$ cat src/rtl/prog_loader_pkg.sv
// Shared types and constants for the byte-stream program-ROM loader.
package prog_loader_pkg;

  typedef enum logic [2:0] {
    StIdle,
    StLenLo,
    StLenHi,
    StData,
    StCsum,
    StDone,
    StError
  } state_e;

  localparam logic [1:0] ERR_NONE = 2'b00;
  localparam logic [1:0] ERR_LEN  = 2'b01;
  localparam logic [1:0] ERR_CSUM = 2'b10;

  function automatic int unsigned bytes_per_word(input int unsigned word_bits);
    return (word_bits + 7) / 8;
  endfunction

endpackage

$ cat src/rtl/prog_loader_if.sv
// Byte-stream input and ROM write port of the program loader.
interface prog_loader_if #(
  parameter int unsigned WORD_BITS = 48,
  parameter int unsigned ADDR_BITS = 11
);
  logic [7:0]           in_data;
  logic                 in_valid;
  logic                 in_ready;
  logic                 rom_we;
  logic [ADDR_BITS-1:0] rom_addr;
  logic [WORD_BITS-1:0] rom_data;

  // master: stream source / ROM observer; slave: the loader
  modport master (
    output in_data, in_valid,
    input  in_ready, rom_we, rom_addr, rom_data
  );

  modport slave (
    input  in_data, in_valid,
    output in_ready, rom_we, rom_addr, rom_data
  );
endinterface

$ cat src/rtl/prog_loader_byte_packer.sv
// Packs MSB-first bytes into WORD_BITS-wide words; flags the byte that completes a word.
module byte_packer
  import prog_loader_pkg::*;
#(
  parameter int unsigned WORD_BITS = 48
) (
  input  logic                 clk,
  input  logic                 reset,
  input  logic                 clear,
  input  logic                 byte_valid,
  input  logic [7:0]           byte_in,
  output logic [WORD_BITS-1:0] word,
  output logic                 word_complete
);
  localparam int unsigned Bytes = bytes_per_word(WORD_BITS);
  localparam int unsigned CntW  = (Bytes > 1) ? $clog2(Bytes) : 1;

  logic [WORD_BITS-1:0] shreg_q;
  logic [CntW-1:0]      cnt_q;

  // Truncation drops the unused high bits of the first byte when WORD_BITS%8 != 0.
  always_comb begin
    word          = WORD_BITS'({shreg_q, byte_in});
    word_complete = byte_valid && (cnt_q == CntW'(Bytes - 1));
  end

  always_ff @(posedge clk) begin
    if (reset || clear) begin
      shreg_q <= '0;
      cnt_q   <= '0;
    end else if (byte_valid) begin
      shreg_q <= word;
      cnt_q   <= word_complete ? '0 : cnt_q + 1'b1;
    end
  end

endmodule

$ cat src/rtl/prog_loader.sv
// Framed byte-stream ROM loader: length, packed data words, checksum; gates CPU reset and
// watches the PC against the loaded program length.
module prog_loader
  import prog_loader_pkg::*;
#(
  parameter int unsigned WORD_BITS = 48,
  parameter int unsigned ADDR_BITS = 11,
  parameter int unsigned PC_BITS   = 16
) (
  input  logic               clk,
  input  logic               reset,
  input  logic               start,
  prog_loader_if.slave       bus,
  output logic               _cpu_reset,
  output logic               done,
  output logic [1:0]         err,
  output logic [ADDR_BITS:0] prog_len,
  input  logic [PC_BITS-1:0] pc,
  output logic               pc_oob
);
  localparam int unsigned Depth = 2 ** ADDR_BITS;

  state_e               state_q, state_d;
  logic [15:0]          len_q, len_d;
  logic [7:0]           sum_q, sum_d;
  logic [ADDR_BITS:0]   idx_q, idx_d;
  logic                 rom_we_q, rom_we_d;
  logic [ADDR_BITS-1:0] rom_addr_q, rom_addr_d;
  logic [WORD_BITS-1:0] rom_data_q, rom_data_d;
  logic                 cpu_rst_n_q, cpu_rst_n_d;
  logic                 done_q, done_d;
  logic [1:0]           err_q, err_d;
  logic [ADDR_BITS:0]   prog_len_q, prog_len_d;
  logic                 pc_oob_q, pc_oob_d;

  logic                 accept;
  logic                 start_ok;
  logic                 pack_valid;
  logic [WORD_BITS-1:0] pack_word;
  logic                 pack_done;
  logic [15:0]          len_full;
  logic [7:0]           csum_total;

  always_comb begin
    bus.in_ready = (state_q inside {StLenLo, StLenHi, StData, StCsum}) && !rom_we_q;
    accept       = bus.in_valid && bus.in_ready;
    start_ok     = start && (state_q inside {StIdle, StDone, StError});
    pack_valid   = accept && (state_q == StData);
    len_full     = {bus.in_data, len_q[7:0]};
    csum_total   = sum_q + bus.in_data;
  end

  byte_packer #(
    .WORD_BITS(WORD_BITS)
  ) u_packer (
    .clk          (clk),
    .reset        (reset),
    .clear        (start_ok),
    .byte_valid   (pack_valid),
    .byte_in      (bus.in_data),
    .word         (pack_word),
    .word_complete(pack_done)
  );

  always_comb begin
    state_d     = state_q;
    len_d       = len_q;
    sum_d       = sum_q;
    idx_d       = idx_q;
    rom_we_d    = 1'b0;
    rom_addr_d  = rom_addr_q;
    rom_data_d  = rom_data_q;
    cpu_rst_n_d = cpu_rst_n_q;
    done_d      = done_q;
    err_d       = err_q;
    prog_len_d  = prog_len_q;
    pc_oob_d    = pc_oob_q;

    if (start_ok) begin
      state_d     = StLenLo;
      err_d       = ERR_NONE;
      done_d      = 1'b0;
      pc_oob_d    = 1'b0;
      sum_d       = '0;
      idx_d       = '0;
      cpu_rst_n_d = 1'b0;
    end else begin
      unique case (state_q)
        StLenLo: begin
          if (accept) begin
            len_d   = {8'h00, bus.in_data};
            state_d = StLenHi;
          end
        end
        StLenHi: begin
          if (accept) begin
            len_d = len_full;
            if (len_full == 16'd0 || 32'(len_full) > Depth) begin
              state_d = StError;
              err_d   = ERR_LEN;
            end else begin
              state_d = StData;
            end
          end
        end
        StData: begin
          if (accept) begin
            sum_d = csum_total;
          end
          if (pack_done) begin
            rom_we_d   = 1'b1;
            rom_addr_d = idx_q[ADDR_BITS-1:0];
            rom_data_d = pack_word;
            idx_d      = idx_q + 1'b1;
            if (32'(idx_q) + 32'd1 == 32'(len_q)) begin
              state_d = StCsum;
            end
          end
        end
        StCsum: begin
          if (accept) begin
            if (csum_total == 8'h00) begin
              state_d     = StDone;
              prog_len_d  = len_q[ADDR_BITS:0];
              done_d      = 1'b1;
              cpu_rst_n_d = 1'b1;
            end else begin
              state_d    = StError;
              err_d      = ERR_CSUM;
              prog_len_d = '0;
            end
          end
        end
        StDone: begin
          if (32'(pc) >= 32'(prog_len_q)) begin
            pc_oob_d = 1'b1;
          end
        end
        default: ;  // StIdle, StError wait for start
      endcase
    end
  end

  always_ff @(posedge clk) begin
    if (reset) begin
      state_q     <= StIdle;
      len_q       <= '0;
      sum_q       <= '0;
      idx_q       <= '0;
      rom_we_q    <= 1'b0;
      rom_addr_q  <= '0;
      rom_data_q  <= '0;
      cpu_rst_n_q <= 1'b0;
      done_q      <= 1'b0;
      err_q       <= ERR_NONE;
      prog_len_q  <= '0;
      pc_oob_q    <= 1'b0;
    end else begin
      state_q     <= state_d;
      len_q       <= len_d;
      sum_q       <= sum_d;
      idx_q       <= idx_d;
      rom_we_q    <= rom_we_d;
      rom_addr_q  <= rom_addr_d;
      rom_data_q  <= rom_data_d;
      cpu_rst_n_q <= cpu_rst_n_d;
      done_q      <= done_d;
      err_q       <= err_d;
      prog_len_q  <= prog_len_d;
      pc_oob_q    <= pc_oob_d;
    end
  end

  always_comb begin
    bus.rom_we   = rom_we_q;
    bus.rom_addr = rom_addr_q;
    bus.rom_data = rom_data_q;
    _cpu_reset   = cpu_rst_n_q;
    done         = done_q;
    err          = err_q;
    prog_len     = prog_len_q;
    pc_oob       = pc_oob_q;
  end

endmodule

$ cat src/flat_wrapper.sv
// flat-port wrapper written by rule: the top's interface ports become plain ports
module prog_loader_flat import prog_loader_pkg::*;
#(
  parameter int unsigned WORD_BITS = 48,
  parameter int unsigned ADDR_BITS = 11,
  parameter int unsigned PC_BITS   = 16
)
  (clk, reset, start, _cpu_reset, done, err, prog_len, pc, pc_oob, bus_in_data, bus_in_valid, bus_in_ready, bus_rom_we, bus_rom_addr, bus_rom_data);
  prog_loader_if #(.WORD_BITS(WORD_BITS), .ADDR_BITS(ADDR_BITS)) bus_i ();
  input  logic clk;
  input  logic reset;
  input  logic start;
  output logic _cpu_reset;
  output logic done;
  output logic [1:0] err;
  output logic [ADDR_BITS:0] prog_len;
  input  logic [PC_BITS-1:0] pc;
  output logic pc_oob;
  input wire logic [$bits(bus_i.in_data)-1:0] bus_in_data;
  input wire logic [$bits(bus_i.in_valid)-1:0] bus_in_valid;
  output wire logic [$bits(bus_i.in_ready)-1:0] bus_in_ready;
  output wire logic [$bits(bus_i.rom_we)-1:0] bus_rom_we;
  output wire logic [$bits(bus_i.rom_addr)-1:0] bus_rom_addr;
  output wire logic [$bits(bus_i.rom_data)-1:0] bus_rom_data;
  assign bus_i.in_data = bus_in_data;
  assign bus_i.in_valid = bus_in_valid;
  assign bus_in_ready = bus_i.in_ready;
  assign bus_rom_we = bus_i.rom_we;
  assign bus_rom_addr = bus_i.rom_addr;
  assign bus_rom_data = bus_i.rom_data;
  prog_loader #(.WORD_BITS(WORD_BITS), .ADDR_BITS(ADDR_BITS), .PC_BITS(PC_BITS)) u_core (.clk(clk), .reset(reset), .start(start), .bus(bus_i), ._cpu_reset(_cpu_reset), .done(done), .err(err), .prog_len(prog_len), .pc(pc), .pc_oob(pc_oob));
endmodule
$ cat config.mk
export PLATFORM = sky130hd
export DESIGN_NAME = prog_loader_flat
export DESIGN_NICKNAME = d
export VERILOG_FILES = /design/src/rtl/prog_loader_pkg.sv /design/src/rtl/prog_loader_if.sv /design/src/rtl/prog_loader_byte_packer.sv /design/src/rtl/prog_loader.sv /design/src/flat_wrapper.sv
export SDC_FILE = /design/constraint.sdc
export NUM_CORES = 1
export LEC_CHECK = 0
export ABC_AREA = 1
export ABC_CLOCK_PERIOD_IN_PS = 3470
export BUFFER_PORTS_ARGS = -buffer_cell sky130_fd_sc_hd__clkbuf_2
export CELL_PAD_IN_SITES_DETAIL_PLACEMENT = 0
export CELL_PAD_IN_SITES_GLOBAL_PLACEMENT = 1
export CORE_AREA = 2 2 140 142
export CTS_BUF_LIST = sky130_fd_sc_hd__clkbuf_8
export DETAILED_ROUTE_END_ITERATION = 16
export DIE_AREA = 0 0 142 144
export PLACE_DENSITY_LB_ADDON = 0.1
export SETUP_SLACK_MARGIN = 0.5
export SLEW_MARGIN = 20
export SYNTH_ARGS = -nofsm -noshare
export SYNTH_HDL_FRONTEND = slang
export SYNTH_HIERARCHICAL = 1
export SYNTH_SLANG_ARGS = --single-unit
$ cat constraint.sdc
create_clock -name clk -period 3.47 [get_ports clk]
set_input_delay 0.694 -clock clk [delete_from_list [all_inputs] [get_ports clk]]
set_output_delay 0.694 -clock clk [all_outputs]
set_load 0.05 [all_outputs]
==> Implementation_results.wiki <==
{| class="wikitable"
! Metric !! Value
|-
| Leakage power || 3.58 nW
|-
| Ports placed on the boundary || 106
|-
| Critical path's most frequent cell || sky130_fd_sc_hd__inv_2
|-
| DRC Markers || 0
|-
| Drt first pass iters || 5
|-
| Worst slew pin tran || 0.789 ns
|-
| Vert. Die Dim || 144 um
|-
| Post-detailed-route via-to-cell ratio || 4.79
|-
| Class of the most critical setup path || flip-flop to flip-flop
|-
| Maximum fanout encountered on the critical timing path || 82
|-
| Post-synth top area share || 44.7%
|-
| Startpoint of the tightest hold check path || u_core/err[0]
|-
| Startpoint type of the worst setup path || flip-flop
|-
| Total wire length after detailed routing || 19100 um
|-
| Peak supply drop || 0.277 mV
|-
| Total of hold buffers inserted after clock tree synthesis || 0
|-
| Max-slew violation count || 0
|-
| Ratio of cells with drive above 1 in the final layout || 17.6%
|-
| Required time at the worst-slack endpoint || 3.82 ns
|-
| Final-layout fill cell count || 2021
|-
| Critical path cell sequence || nor2_2, nand2_2, inv_2, nor2_2, nor2_4, nand2_4, inv_2, nand2_1, inv_2, nand3_1, inv_1, inv_1, nor2_4, buf_4, nand2_1, o211a_1
|-
| Master of the slowest instance on the critical path || sky130_fd_sc_hd__buf_4
|-
| Post-route clock period utilization || 76.1%
|-
| Part of the total power dissipated in sequential elements || 47.5%
|-
| GRT Total Usage || 19.3%
|-
| Reg2reg setup slack || 0.83 ns
|-
| Async set-reset flop share out of synthesis || 0%
|-
| Cell Count Post-Placement || 1259
|-
| Pwr Total || 4.01 mW
|-
| Top cells by area in the synthesized netlist || sky130_fd_sc_hd__dfxtp_1 (45%), sky130_fd_sc_hd__nor2_1 (12%), sky130_fd_sc_hd__nand2_1 (7.7%), sky130_fd_sc_hd__o21ai_0 (6.7%), sky130_fd_sc_hd__a21oi_1 (4.5%)
|-
| P per Cell Area || 496 mW/mm^2
|-
| Clock root buffer master || sky130_fd_sc_hd__clkbuf_8
|-
| Setup Viol. Count Final || 0
|-
| PortBufs || 105
|-
| Detail Route Antenna Nets || 0
|-
| Post-detailed-route wirelength per cell || 14.8 um
|-
| Setup slack of the critical path after layout || 0.828 ns
|-
| Count of vias placed by the detailed router || 6188
|-
| Reg-to-Reg Start || u_core/state_q[1]
|-
| Startpoint of the most critical setup path || u_core/state_q[1]
|-
| Run status || finished clean
|-
| Core outline area || 0.0191 mm^2
|-
| CTS Sinks || 158
|-
| Nets in the synthesized netlist || 1010
|-
| Distinct cell type count of the synthesized netlist || 41
|-
| Int Power || 2.77 mW
|-
| Area taken by flip-flops and latches || 0.00316 mm^2
|-
| Biggest cell delay along the critical path || 0.57 ns
|-
| First-pass GRT wire length || 30800 um
|-
| Clock network fraction of total power || 36.4%
|-
| EDFF count, synth || 0
|-
| Psw || 1.24 mW
|-
| Setup TNS after final layout || 0 ns
|-
| Inserted Clock Buffers || 17
|-
| Initial antenna violation count || 0
|-
| Total global routing overflow || 0
|-
| Flop and latch count out of synthesis || 158
|-
| Commonest register cell after synthesis || sky130_fd_sc_hd__dfxtp_1
|-
| TritonCTS clock tree || yes
|-
| Die W || 142 um
|-
| Post-Route Skew || 0.0193 ns
|-
| Part of the Yosys area used for sequential elements || 44.7%
|-
| Synth Warn # || 6
|-
| Cell Rows || 51
|-
| RSZ-0062 raised after global routing || yes
|-
| Half-perimeter wire length after placement || 13000 um
|-
| Number of cells produced by synthesis || 959
|-
| Count of inserted antenna diode cells || 0
|-
| Type of the most critical hold path || flip-flop to flip-flop
|-
| Clock transition at the register clock pins on the worst setup and hold paths after CTS || 0.09 ns
|-
| Number of DRC markers in iteration 0 || 307
|-
| Signal arrival time at the worst endpoint || 2.99 ns
|-
| Slew HR || 47.3%
|-
| Syn_area_per_cell || 7.37 um^2
|-
| Die ar. || 0.0204 mm^2
|-
| Finished Layout Cells || 1291
|-
| Switching Share || 30.9%
|-
| Final estimated routing congestion in global placement || 0.849
|-
| Growth of design area from synthesis to finish || 14.4%
|-
| Setup WS pre-CTS || 0.564 ns
|-
| Maximum clock insertion buffer count || 2
|-
| Timing-limited maximum frequency || 379 MHz
|-
| Final hold violations || 0
|-
| Post-synthesis cell type with the largest combined area || sky130_fd_sc_hd__dfxtp_1
|-
| Largest net degree at the start of global routing || 83
|-
| Initial standard-cell utilization of the core || 37.1%
|-
| Fraction of the core area covered by cells at the end of the flow || 42.4%
|-
| Share of power burned in combinational logic || 16.1%
|-
| Area of the multi-input gates || 0.00333 mm^2
|-
| Clock latency on the worst-skew pair || 0.46 ns
|-
| Post-Syn Area || 0.00707 mm^2
|-
| Max-capacitance violation count || 0
|-
| Worst setup EP type || flip-flop
|-
| Level count of the clock H-tree || 4
|-
| Via count of the first global-routing pass || 5857
|-
| Shortest period the worst path allows || 2.64 ns
|-
| Net count, final || 1091
|}
[layout by cell type, fill, tap and decap left out, types with 2 or more instances in the layout]
cell type                    synthesis  layout
sky130_fd_sc_hd__nor2_1            219     218
sky130_fd_sc_hd__dfxtp_1           158     158
sky130_fd_sc_hd__nand2_1           145     145
sky130_fd_sc_hd__clkbuf_2            0     105
sky130_fd_sc_hd__o21ai_0            95      95
sky130_fd_sc_hd__inv_1              68      69
sky130_fd_sc_hd__a21oi_1            63      63
sky130_fd_sc_hd__nand3_1            37      37
sky130_fd_sc_hd__o21ai_1            24      24
sky130_fd_sc_hd__ha_1               22      22
sky130_fd_sc_hd__clkbuf_8            0      17
sky130_fd_sc_hd__nor2_2              8       8
sky130_fd_sc_hd__nand4_1             8       8
sky130_fd_sc_hd__nor2_4              7       8
sky130_fd_sc_hd__buf_4              10       8
sky130_fd_sc_hd__inv_2               8       7
sky130_fd_sc_hd__inv_6               0       5
sky130_fd_sc_hd__xnor2_1             5       5
sky130_fd_sc_hd__o211ai_1            5       5
sky130_fd_sc_hd__nand3_2             4       4
sky130_fd_sc_hd__nand2_2             4       4
sky130_fd_sc_hd__a21oi_2             4       4
sky130_fd_sc_hd__bufinv_16           0       3
sky130_fd_sc_hd__clkinv_4            0       3
sky130_fd_sc_hd__clkinvlp_4          0       2
sky130_fd_sc_hd__o21a_1              2       2
sky130_fd_sc_hd__o21bai_1            2       2
sky130_fd_sc_hd__xor2_1              2       2
sky130_fd_sc_hd__nand3b_1            2       2
sky130_fd_sc_hd__a21o_1              2       2
sky130_fd_sc_hd__a31oi_1             2       2
sky130_fd_sc_hd__inv_4               1       2
[kinds of logic (layout without fill, tap and decap cells)]
family	after synthesis	in the layout	synth area share, %
DFF	158	158	44.7
xor gates and xnor gates	9	9	1.42
and+or+nand+nor	439	439	26.3
AOI/OAI and AO/OA	201	201	15.0
buffers and inverters	129	223	8.33
adders and majority gates	23	23	4.18
[what timing repair did]
item	in CTS	in global routing
setup buffers	0	0
endpoints found under the setup margin	0	56
resized for setup	0	1
[layer usage]
metal,vias up,wire length [um],track usage [%]
met2,117,9110,32.7
met1,2813,9140,25.4
met4,0,171,5.79
li1,3247,-,-
met5,-,0,0
met3,11,641,3.31
[cell type report]
type	count	area share, %
clock inverters	15	2.27
inverters	78	3.68
well taps	238	3.68
repair buffers	113	7.24
multi-input cells	672	41.1
flip-flops and latches	158	39.1
clock buffers	17	2.89
[critical path: cells and delay by family, from the launching register on]
kind | cells | cell delay [ns]
flip-flops | 1 | 0.36
AO/OA/AOI/OAI | 1 | 0.15
buffers and inverters | 6 | 0.97
AND/OR/NAND/NOR | 9 | 0.99
[sequential cells by signal, summed over array words and instances, names as in the netlist]
name / cells
u_core/bus.rom_data: 48
u_core/prog_len: 12
u_core/sum_q: 8
u_core/idx_q: 12
u_core/bus.rom_addr: 11
u_core/len_q: 16
u_core/pc_oob: 1
u_core/u_packer/cnt_q: 3
u_core/bus.rom_we: 1
u_core/state_q: 3
u_core/u_packer/shreg_q: 40
u_core/err: 2
u_core/done: 1
[cells in the mapped netlist, types with 4 or more instances]
library cell / count
sky130_fd_sc_hd__a21oi_1: 63
sky130_fd_sc_hd__a21oi_2: 4
sky130_fd_sc_hd__buf_2: 16
sky130_fd_sc_hd__buf_4: 10
sky130_fd_sc_hd__buf_6: 6
sky130_fd_sc_hd__clkbuf_1: 18
sky130_fd_sc_hd__dfxtp_1: 158
sky130_fd_sc_hd__ha_1: 22
sky130_fd_sc_hd__inv_1: 68
sky130_fd_sc_hd__inv_2: 8
sky130_fd_sc_hd__nand2_1: 145
sky130_fd_sc_hd__nand2_2: 4
sky130_fd_sc_hd__nand3_1: 37
sky130_fd_sc_hd__nand3_2: 4
sky130_fd_sc_hd__nand4_1: 8
sky130_fd_sc_hd__nor2_1: 219
sky130_fd_sc_hd__nor2_2: 8
sky130_fd_sc_hd__nor2_4: 7
sky130_fd_sc_hd__o211ai_1: 5
sky130_fd_sc_hd__o21ai_0: 95
sky130_fd_sc_hd__o21ai_1: 24
sky130_fd_sc_hd__xnor2_1: 5
[through the flow]
step           area [um^2]  hold WS (ns)
2_1_floorplan         7070         0.439
3_3_place_gp          7670         0.439
3_5_place_dp          7670         0.446
4_1_cts               8090         0.458
5_1_grt               8090         0.483
6_report              8090         0.453
[final timing paths]
| kind | to | cells after the start |
|---|---|---|
| hold reg to reg | u_core/err[0] | 2 |
| setup / recovery | u_core/bus.rom_addr[0] | 16 |
| hold / removal | u_core/err[0] | 2 |
| setup reg to reg | u_core/bus.rom_addr[0] | 16 |
[power by group through the flow]
stage	clock network [mW]	registers (mW)	logic, mW
after floorplan	0	1.94	0.474
after global placement	0	1.95	0.656
after detailed placement	0	1.95	0.646
after CTS	1.51	1.90	0.649
after global routing	1.59	1.91	0.719
final	1.46	1.90	0.647
(Power assumes the default switching activity.)
